==> config.mk <==
export PLATFORM = sky130hd
export DESIGN_NAME = priority_encoder_8to3_irq
export DESIGN_NICKNAME = d
export VERILOG_FILES = /design/src/rtl/priority_encoder_pkg.sv /design/src/rtl/priority_encoder_8to3_irq_sync.sv /design/src/rtl/priority_encoder_8to3_irq.sv
export SDC_FILE = /design/constraint.sdc
export NUM_CORES = 1
export LEC_CHECK = 0
export CAP_MARGIN = 10
export CORE_UTILIZATION = 39
export DETAILED_ROUTE_END_ITERATION = 8
export MAX_ROUTING_LAYER = met4
export PLACE_DENSITY_LB_ADDON = 0.1
export SLEW_MARGIN = 20
export SYNTH_ARGS = -nofsm -noshare
export SYNTH_HDL_FRONTEND = slang
export SYNTH_HIERARCHICAL = 1
export SYNTH_SLANG_ARGS = --single-unit
==> constraint.sdc <==
create_clock -name clk_i -period 1.9 [get_ports clk_i]
set_clock_uncertainty 0.15 [all_clocks]
set_input_delay 0.38 -clock clk_i [delete_from_list [all_inputs] [get_ports clk_i]]
set_output_delay 0.38 -clock clk_i [all_outputs]
set_load 0.05 [all_outputs]
==> src/rtl/priority_encoder_pkg.sv <==
// Shared types and helpers for the registered 8-to-3 priority encoder.
// Holds the FSM state enum, widths and the highest-index search.
package priority_encoder_pkg;

  localparam int REQ_W  = 8;
  localparam int CODE_W = 3;

  typedef enum logic {
    IDLE,
    HOLD
  } state_e;

  // Highest set index; 0 when nothing is set.
  function automatic logic [CODE_W-1:0] prio_idx(
    input logic [REQ_W-1:0] v
  );
    logic [CODE_W-1:0] idx;
    idx = '0;
    for (int i = 0; i < REQ_W; i++) begin
      if (v[i]) idx = CODE_W'(i);
    end
    return idx;
  endfunction

endpackage

==> src/rtl/priority_encoder_8to3_irq_sync.sv <==
// Multi-flop synchronizer, resets to all-ones (inactive for low-true lines).
// Ports: clk_i, rst_n_i, d_i (async in), q_o (synced out); STAGES=0 passes through.
module sync_ff_n #(
  parameter int W      = 8,
  parameter int STAGES = 2
) (
  input  logic         clk_i,
  input  logic         rst_n_i,
  input  logic [W-1:0] d_i,
  output logic [W-1:0] q_o
);

  if (STAGES == 0) begin : g_bypass
    assign q_o = d_i;
  end else begin : g_sync
    logic [W-1:0] ff [STAGES];

    always_ff @(posedge clk_i or negedge rst_n_i) begin
      if (!rst_n_i) begin
        for (int i = 0; i < STAGES; i++) ff[i] <= '1;
      end else begin
        ff[0] <= d_i;
        for (int i = 1; i < STAGES; i++) ff[i] <= ff[i-1];
      end
    end

    assign q_o = ff[STAGES-1];
  end

endmodule

==> src/rtl/priority_encoder_8to3_irq.sv <==
// Registered 8-to-3 priority encoder with sticky pending bits and ack handshake.
// Ports: req_n_i/ei_n_i/ack_i in; a_n_o, gs_n_o, valid_o, eo_n_o, pending_o out.
module priority_encoder_8to3_irq
  import priority_encoder_pkg::*;
#(
  parameter int SYNC_STAGES = 2,
  parameter bit STICKY      = 1'b1,
  parameter bit PREEMPT     = 1'b0
) (
  input  logic              clk_i,
  input  logic              rst_n_i,
  input  logic [REQ_W-1:0]  req_n_i,
  input  logic              ei_n_i,
  input  logic              ack_i,
  output logic [CODE_W-1:0] a_n_o,
  output logic              gs_n_o,
  output logic              valid_o,
  output logic              eo_n_o,
  output logic [REQ_W-1:0]  pending_o
);

  logic [REQ_W-1:0]  req_sn;
  logic [REQ_W-1:0]  req_s;
  logic [REQ_W-1:0]  req_q;
  logic [REQ_W-1:0]  pend_q;
  logic [REQ_W-1:0]  pend_d;
  logic [REQ_W-1:0]  clr;
  logic [CODE_W-1:0] code_q;
  logic [CODE_W-1:0] code_d;
  logic [CODE_W-1:0] top;
  logic [CODE_W-1:0] a_n_q;
  logic              gs_n_q;
  logic              eo_n_q;
  logic              en;
  logic              retire;
  state_e            st_q;
  state_e            st_d;

  sync_ff_n #(
    .W      (REQ_W),
    .STAGES (SYNC_STAGES)
  ) u_sync (
    .clk_i   (clk_i),
    .rst_n_i (rst_n_i),
    .d_i     (req_n_i),
    .q_o     (req_sn)
  );

  assign req_s  = ~req_sn;
  assign en     = ~ei_n_i;
  assign retire = (st_q == HOLD) & en & ack_i;
  assign top    = prio_idx(pend_q);

  // A new rising request ORs in after the clear, so it survives a retire.
  always_comb begin
    clr = '0;
    if (retire) clr[code_q] = 1'b1;
    if (STICKY) pend_d = (pend_q & ~clr) | (req_s & ~req_q);
    else        pend_d = req_s;
  end

  always_comb begin
    st_d   = st_q;
    code_d = code_q;
    unique case (st_q)
      IDLE: begin
        if (en && (pend_q != '0)) begin
          st_d   = HOLD;
          code_d = top;
        end
      end
      HOLD: begin
        if (!en || ack_i) begin
          st_d = IDLE;
        end else if (PREEMPT && (top > code_q)) begin
          code_d = top;
        end
      end
      default: st_d = IDLE;
    endcase
  end

  always_ff @(posedge clk_i or negedge rst_n_i) begin
    if (!rst_n_i) begin
      st_q   <= IDLE;
      code_q <= '0;
      pend_q <= '0;
      req_q  <= '0;
      a_n_q  <= '1;
      gs_n_q <= 1'b1;
      eo_n_q <= 1'b1;
    end else begin
      st_q   <= st_d;
      code_q <= code_d;
      pend_q <= pend_d;
      req_q  <= req_s;
      a_n_q  <= (st_d == HOLD) ? ~code_d : '1;
      gs_n_q <= (st_d != HOLD);
      eo_n_q <= ~(en & (pend_d == '0) & (st_d == IDLE));
    end
  end

  assign a_n_o     = a_n_q;
  assign gs_n_o    = gs_n_q;
  assign valid_o   = ~gs_n_q;
  assign eo_n_o    = eo_n_q;
  assign pending_o = pend_q;

endmodule
==> results of run 1 <==
-- per-stage QoR --
stage          setup WS, ns  hold WS [ns]   util  instances  setup TNS, ns
6_report              0.210         0.203  0.533        196              0
4_1_cts              0.0760         0.207  0.532        196              0
5_1_grt              0.0184         0.211  0.533        196              0
2_1_floorplan        0.0105       -0.0656      -        116              0
3_3_place_gp         -0.212         0.195  0.493        187         -0.253
3_5_place_dp         -0.229         0.197  0.493        187         -0.248
-- repair_timing --
action                     CTS  global route
hold buffers                 1             0
gates resized for setup      0             1
hold endpoints to repair    12             0
setup endpoints to repair    0             1
buffers inserted             0             0
-- power groups by stage --
| stage | logic, mW | registers [mW] | clock network (mW) |
|---|---|---|---|
| after global placement | 0.200 | 0.993 | 0 |
| after detailed placement | 0.201 | 0.994 | 0 |
| after CTS | 0.204 | 0.978 | 0.836 |
| after floorplan | 0.0670 | 1.03 | 0 |
| final | 0.200 | 0.979 | 0.812 |
| after global routing | 0.217 | 0.985 | 0.872 |
-- layout by cell type, fill, tap and decap left out, drive strengths merged, types with 2 or more instances in the layout --
cell type / instances
nand2b: 3
clkbuf: 5
o211ai: 4
nand3b: 2
bufinv: 2
buf: 22
o21bai: 2
dfstp: 21
inv: 12
nor4: 2
nor3: 3
o31ai: 3
clkdlybuf4s50: 9
nor2: 4
nand2: 10
dfrtp: 20
o21ai: 11
-- state kept, by name (all words and copies together), names as in the netlist --
register,cells
a_n_o,3
pending_o,8
u_sync/g_sync.ff,8
st_q,1
u_sync/q_o,8
gs_n_o,1
req_q,8
code_q,3
eo_n_o,1
-- area by class of cell --
type / count / area (um2) / share of cell area
well taps: 48 / 60.1 / 0.0308
multi-input cells: 54 / 323 / 0.165
clock inverters: 3 / 65.1 / 0.0333
flip-flops and latches: 41 / 1050 / 0.539
clock buffers: 5 / 68.8 / 0.0353
repair buffers: 33 / 338 / 0.173
inverters: 12 / 45.0 / 0.0231
-- cell families after synthesis --
group | after synthesis
AO/OA/AOI/OAI | 23
buffers and inverters | 21
flip-flops | 41
multiplexers | 1
AND/OR/NAND/NOR | 30
-- per-layer routing --
metal,GRT usage,part of all wire
met5,-,0
met4,0.0682,0.015
met3,0.0536,0.066
met2,0.230,0.48
met1,0.179,0.44
-- final timing paths --
path                                startpoint  slack (ns)  depth (start not counted)              endpoint
max                               pending_o[7]        0.21                          5              a_n_o[0]
min                        u_sync/g_sync.ff[8]        0.20                          0         u_sync/q_o[0]
max reg2reg                       pending_o[7]        0.21                          5              a_n_o[0]
min reg2reg                u_sync/g_sync.ff[8]        0.20                          0         u_sync/q_o[0]
max in group asynchronous              rst_n_i        0.71                          3  u_sync/g_sync.ff[12]
min in group asynchronous              rst_n_i        0.52                          3             code_q[1]
==> impl_metrics.ini, run 1 <==
[logic_synthesis]
synthesis.area_mm2 = 0.00149
synth.cells.most_frequent = 21 x dfstp_2, 20 x dfrtp_1, 12 x inv_1
yosys_warn_count = 6
yosys.area_share.xor_xnor = 0
netlist-cell-type-count = 27
synth.avg_cell_area_um2 = 12.9
fraction_of_synthesis_flops_using_an_asynchronous_set_or_reset_pin = 1.00
synth_top_family_by_area = simple AND/OR/NAND/NOR gates
synthesis.nets = 128
post_synth_main_area_contributors = dfstp_2 37%, dfrtp_1 34%, buf_4 4.0%, o21ai_0 3.4%, inv_1 3.0%
synth.largest_area_cell = dfstp_2
ys_seq_area_frac = 0.706
area_fraction_in_and_or_nand_and_nor_cells_after_synthesis = 0.111
synth.top_cell.area_share = 0.370
synth_compound_gate_area_share = 0.0982
synth_seq_cells = 41
synth_edf_count = 0
synth.area.mux_share = 0.00755
synth_fa_ha_area_frac = 0
synthMostInstantiatedCell = dfstp_2
syn-instance-count = 116
synth_top_flop_cell = dfstp_2

[pwr]
comb_power_share = 0.101
power.sequential.fraction = 0.492
switching_share = 0.221
fin_total_pwr_mw = 1.99
p_sw_mw = 0.440
power.ir.vdd_worst_v = 0.000588
powerDensity_mw_per_mm2 = 1020
power.leakage_nw = 0.854
pwr-share-clk = 0.408
power_report.internal_total_mw = 1.55

[clock_network]
htreeDepth = 2
cts.sink_count = 41
cts_max_path_buffers = 2
worst_skew_pair.late_latency_ns = 0.29
worst_setup_hold_path_clk_slew_ns = 0.08
cts-root-buf = clkbuf_8
cts_inserted_buffers = 5
tritoncts_clock_tree = built

[finish]
fin_area_mm2 = 0.00195
fill_cells = 324
final_layout_size_suffix_gt1_frac = 0.365
syn2layout_area_growth_pct = 30.9
insertedDiodeCount = 0
final_nets = 159

[detailed_routing]
vias = 948
vias_cell = 4.84
detail_route.drc_violations = 0
dr.pass1.iters = 4
postRouteAntennaNets = 0
drt_iter0_markers = 28
postRouteWirelength_mm = 2.51
wire_per_inst_um = 12.8

[worst_setup_path]
worstPathMaxFanout = 5
critPathSlowestCell = dfrtp_1
worstPathCellList = nor4_2, and3_1, or3_1, o21bai_1, o21a_1
critical_path_required_ns = 1.99
worstSetupPathType = flip-flop to flip-flop
cp.arrival_ns = 1.78
cp-start-kind = flip-flop
cp_buf_inv_count = 0
cp_slowest_stage_delay_ns = 0.45
cpLargestDelayFamily = simple AND/OR/NAND/NOR gates
worstSetupEndpointType = flip-flop

[floorplan]
initial_core_util = 0.407
core_area_mm2 = 0.00366
floorplan.io_pins = 26
die_height_um = 63.8
die_area_mm2 = 0.00408
row_count = 22
die_width_um = 63.8

[timing]
grt_setup_unrepaired = no
worstMarginPinSlew_ns = 0.492
maxClockFrequency_ghz = 0.592
finalCriticalPeriod_ns = 1.69
slew_headroom = 0.672
timing.final.crit_share = 0.889
finalHoldViolCount = 0
setup_viol_count_final = 0
slew_limit_fails = 0

[outcome]
status = completed

[hold_path]
holdCritPathClass = flip-flop to flip-flop

[placed_design]
post-dp-hpwl_mm = 1.80
postPlaceCellArea_mm2 = 0.00181
final_wtd_congestion = 0.924
port_buffers = 25

[global_routing]
grt_max_degree = 42
grt_pass1_wl_mm = 4.41
grt.total_usage = 0.151
grt_pass1_vias = 964
grt-ovfl-total = 0
grt_antenna_before_repair = 0

[job]
cap_viol_max_count = 0
Power figures use the tool's default switching activity.
==> run 2: changes to the inputs <==
==> constraint.sdc (replaced) <==
create_clock -name clk_i -period 1.7 [get_ports clk_i]
set_clock_uncertainty 0.15 [all_clocks]
set_input_delay 0.34 -clock clk_i [delete_from_list [all_inputs] [get_ports clk_i]]
set_output_delay 0.34 -clock clk_i [all_outputs]
set_load 0.05 [all_outputs]
==> run 2 against run 1 <==
Net effect:
- highest routed layer unchanged
- core utilization increased by 4.4 points
- largest cell class unchanged
- sequential share of layout area fell by 3.5 points
- worst hold slack gained 0.0040 ns
==> impl_metrics.ini, run 2 (synthesized netlist as in run 1, its figures left out) <==
[outcome]
status = completed

[finish]
final_layout_size_suffix_gt1_frac = 0.481
most-common-layout-cells = 21 x dfstp_2, 14 x buf_12, 13 x buf_4
layout_commonest_cell = dfstp_2
final_nets = 165
fin_area_mm2 = 0.00211
syn2layout_area_growth_pct = 41.7
insertedDiodeCount = 0
util_after_layout = 0.577

[floorplan]
initial_core_util = 0.407
die_area_mm2 = 0.00408
floorplan.io_pins = 26
die_width_um = 63.8
die_height_um = 63.8
core_area_mm2 = 0.00366
row_count = 22

[detailed_routing]
dr.pass1.iters = 4
postRouteAntennaNets = 0
vias = 981
drt_iter0_markers = 32
wire_per_inst_um = 13.3
detail_route.drc_violations = 0
vias_cell = 4.86
postRouteWirelength_mm = 2.69

[timing]
final_critical_path_setup_slack_ns = 0.105
finalHoldViolCount = 0
slew_limit_fails = 0
maxClockFrequency_ghz = 0.627
finalCriticalPeriod_ns = 1.60
grt_setup_unrepaired = no
timing.final.crit_share = 0.939
slew_headroom = 0.752
worstMarginPinSlew_ns = 0.372
setup_viol_count_final = 0

[worst_setup_path]
cp.arrival_ns = 1.69
cp-start-kind = flip-flop
worstPathMaxFanout = 7
worstSetupEndpointType = flip-flop
critical_path_required_ns = 1.79
worstSetupPathType = flip-flop to flip-flop

[pwr]
power.leakage_nw = 0.931
power.ir.vdd_worst_v = 0.000596
powerDensity_mw_per_mm2 = 967

[clock_network]
cts-root-buf = clkbuf_8
htreeDepth = 2
worst_skew_pair.late_latency_ns = 0.29
cts_max_path_buffers = 2
tritoncts_clock_tree = built
cts.sink_count = 41
cts_inserted_buffers = 5
worst_setup_hold_path_clk_slew_ns = 0.08
post_cts.repair.setup_buffers = 0

[global_routing]
grt_max_degree = 27
grt_antenna_before_repair = 0
grt.total_usage = 0.159
grt_pass1_vias = 987
grt_pass1_wl_mm = 4.62
grt-ovfl-total = 0

[hold_path]
holdCritPathClass = flip-flop to flip-flop

[placed_design]
postPlaceCellArea_mm2 = 0.00197
post-dp-hpwl_mm = 2.05
dp_worst_setup_slack_ns = -0.376
final_wtd_congestion = 0.917
port_buffers = 25

[job]
cap_viol_max_count = 0
==> run 2: changes by cell type in the layout (fill, tap and decap cells not counted), sizes merged <==
cell,change
buf,+6
dlymetal6s2s,-1
clkbuf,+2
dlygate4sd2,+1
bufinv,-2
==> run 2: worst max-delay path, cell delays in order, from the launching register on <==
cell and delay (ns):
dfrtp_2 0.43, nor4_4 0.31, and3_1 0.21, or3_4 0.16, o21bai_1 0.14, o21a_1 0.16
==> run 2: repair_timing <==
item / in CTS / in global routing
hold buffers: 1 / 0
gates resized for setup: 2 / 10
pin swaps: 0 / 1
hold endpoints to repair: 6 / 0
endpoints found under the setup margin: 3 / 3
==> run 2: layer usage <==
metal	part of all wire	GRT usage	up-vias
met5	0	-	-
met4	0.024	0.0710	0
met3	0.052	0.0536	9
met2	0.50	0.246	35
met1	0.42	0.190	481
li1	-	-	456
==> run 2: power breakdown <==
group | switching (mW) | internal [mW]
Combinational | 0.135 | 0.129
Clock | 0.315 | 0.367
Sequential | 0.0437 | 1.05
==> run 2: worst paths after layout <==
kind | start | endpoint | slack (ns) | cells past startpoint
max reg2reg | pending_o[6] | a_n_o[0] | 0.10 | 5
min | u_sync/g_sync.ff[9] | u_sync/q_o[1] | 0.21 | 0
min in group asynchronous | rst_n_i | code_q[1] | 0.34 | 2
max in group asynchronous | rst_n_i | u_sync/g_sync.ff[11] | 0.52 | 3
max | pending_o[6] | a_n_o[0] | 0.10 | 5
min reg2reg | u_sync/g_sync.ff[9] | u_sync/q_o[1] | 0.21 | 0
==> run 2: through the flow <==
| step | TNS (ns) | hold slack [ns] | std cells | power (mW) |
|---|---|---|---|---|
| floorplan | -0.0147 | -0.106 | 116 | 1.22 |
| global placement | -1.57 | 0.116 | 193 | 1.36 |
| detailed placement | -1.83 | 0.126 | 193 | 1.37 |
| CTS | 0 | 0.208 | 202 | 2.06 |
| global route | 0 | 0.211 | 202 | 2.13 |
| finish | 0 | 0.206 | 202 | 2.04 |
==> run 2: layout make-up <==
cell class                      instances  area (um2)
Tap cell                               48        60.1
Clock buffer                            7        96.3
Fill cell                             310        1550
Inverter                               12        45.0
Sequential cell                        41        1070
Clock inverter                          1        5.00
Multi-Input combinational cell         54         349
Timing Repair Buffer                   39         492
==> run 3: changes to the inputs <==
--- a/config.mk
+++ b/config.mk
@@ -10,7 +10,7 @@
 export DETAILED_ROUTE_END_ITERATION = 8
 export MAX_ROUTING_LAYER = met4
 export PLACE_DENSITY_LB_ADDON = 0.1
-export SLEW_MARGIN = 20
+export SLEW_MARGIN = 15
 export SYNTH_ARGS = -nofsm -noshare
 export SYNTH_HDL_FRONTEND = slang
 export SYNTH_HIERARCHICAL = 1
==> constraint.sdc (replaced) <==
create_clock -name clk_i -period 2 [get_ports clk_i]
set_clock_uncertainty 0.15 [all_clocks]
set_input_delay 0.4 -clock clk_i [delete_from_list [all_inputs] [get_ports clk_i]]
set_output_delay 0.4 -clock clk_i [all_outputs]
set_load 0.05 [all_outputs]
==> run 3 against run 2 <==
Net effect:
- clock-buffer cell count is 2 lower
- power down 8.5%
- combinational power down 37%
- final area decreased by 12%
- worst hold slack got worse by 0.21 ns
- clock power grew 14%
- die area stayed put
- core utilization shrank 6.9 points
- first-iteration DRC count fell by 6.3%
- via count decreased by 5.7%
- non-clock buffer count is 9 lower
- setup slack better by 0.028 ns
==> impl_metrics.ini, run 3 (synthesized netlist as in run 1, its figures left out) <==
[outcome]
status = completed

[job]
cap_viol_max_count = 0

[timing]
slew_headroom = 0.669
timing.final.crit_share = 0.933
finalSetupTns_ns = 0
finalHoldViolCount = 0
maxClockFrequency_ghz = 0.536
finalCriticalPeriod_ns = 1.87
grt_setup_unrepaired = no
setup_viol_count_final = 0
worstMarginPinSlew_ns = 0.496
slew_limit_fails = 0

[finish]
layout_commonest_cell = dfstp_2
register_area_mm2 = 0.00105
layoutNonFillerInstCount = 193
most-common-layout-cells = 21 x dfstp_2, 20 x dfrtp_1, 19 x buf_4
fill_cells = 353
multi_input_area_um2 = 323
insertedDiodeCount = 0
final_layout_size_suffix_gt1_frac = 0.359
fin_area_mm2 = 0.00186
syn2layout_area_growth_pct = 24.8
final_nets = 156

[worst_setup_path]
worstPathMaxFanout = 8
timing.reg2reg.worst_path_depth = 5
worstSetupPathType = input port to flip-flop
worstSetupEndpointType = flip-flop
worst-r2r-setup-slack_ns = 0.35
critical_path.reg2reg.startpoint = pending_o[6]
cp.arrival_ns = 1.93
reg2reg_to = a_n_o[0]
cp-start-kind = input port
critical_path_required_ns = 2.07

[clock_network]
postCtsHoldBufs = 0
cts_max_path_buffers = 2
htreeDepth = 2
cts.sink_count = 41
post_cts.repair.setup_buffers = 0
worst_setup_hold_path_clk_slew_ns = 0.08
cts-root-buf = clkbuf_8
cts_inserted_buffers = 5
cts_resized = 0
tritoncts_clock_tree = built
worst_skew_pair.late_latency_ns = 0.29

[hold_path]
holdCritPathClass = input port to async pin

[pwr]
powerDensity_mw_per_mm2 = 1000
power.ir.vdd_worst_v = 0.000592
power.sequential.fraction = 0.496
p_sw_mw = 0.417
fin_total_pwr_mw = 1.87
power_report.internal_total_mw = 1.45
pwr-share-clk = 0.414
switching_share = 0.223
power.leakage_nw = 0.805
comb_power_share = 0.090

[placed_design]
dpl.cell_count = 185
postPlaceCellArea_mm2 = 0.00173
final_wtd_congestion = 0.854
post-dp-hpwl_mm = 1.80
port_buffers = 25

[floorplan]
floorplan.io_pins = 26
die_height_um = 63.8
die_width_um = 63.8
core_area_mm2 = 0.00366
row_count = 22
initial_core_util = 0.407
die_area_mm2 = 0.00408

[detailed_routing]
postRouteWirelength_mm = 2.54
vias = 925
vias_cell = 4.79
drt_iter0_markers = 30
postRouteAntennaNets = 0
wire_per_inst_um = 13.1
dr.pass1.iters = 4
detail_route.drc_violations = 0

[global_routing]
grt_pass1_vias = 916
grt-ovfl-total = 0
grt_max_degree = 42
grt_antenna_before_repair = 0
grt.total_usage = 0.152
grt_pass1_wl_mm = 4.39
## run 3: changes by cell type in the layout (fill, tap and decap cells not counted), sizes merged
cell,before,now
buf,28,20
bufinv,0,2
clkbuf,7,5
clkdlybuf4s50,9,10
dlygate4sd2,1,0
dlygate4sd3,1,0
## run 3: power groups by stage
stage,combinational [mW],clock [mW],sequential [mW]
6_report,0.168,0.775,0.927
5_1_grt,0.184,0.832,0.934
4_1_cts,0.171,0.792,0.928
3_5_place_dp,0.170,0,0.942
3_3_place_gp,0.170,0,0.942
2_1_floorplan,0.0636,0,0.974
## run 3: how the worst max path moves through the flow
stage                             from        to
after floorplan           pending_o[6]  a_n_o[0]
after global placement          ei_n_i    eo_n_o
after detailed placement        ei_n_i    eo_n_o
after CTS                       ei_n_i    eo_n_o
after global routing            ei_n_i    eo_n_o
final                           ei_n_i    eo_n_o
## run 3: critical path, cell delays in order
cell and delay [ns]:
clkdlybuf4s50_1 0.52, nand3b_1 0.26, o31ai_1 0.28, o21ai_0 0.16, nor4_1 0.20, nand4_1 0.12
## run 3: metrics by stage
stage                     utilization  worst slack [ns]  hold slack [ns]
after CTS                       0.509             0.146           0.0208
after floorplan                     -             0.111          -0.0456
final                           0.509             0.133         0.000834
after global routing            0.509            0.0291           0.0461
after detailed placement        0.472            -0.142            0.197
after global placement          0.472            -0.129            0.196
## run 3: final cells by class
| type | instances | share of cell area |
|---|---|---|
| multi-input cells | 54 | 0.173 |
| repair buffers | 30 | 0.133 |
| well taps | 48 | 0.0323 |
| flip-flops and latches | 41 | 0.565 |
| clock inverters | 3 | 0.0349 |
| inverters | 12 | 0.0242 |
| clock buffers | 5 | 0.0370 |
## run 3: metal layers
metal / GRT usage / vias to the layer above / wire [um]
met1: 0.184 / 447 / 1120
met5: - / - / 0
met2: 0.223 / 33 / 1210
li1: - / 440 / -
met3: 0.0536 / 5 / 164
met4: 0.0767 / 0 / 37
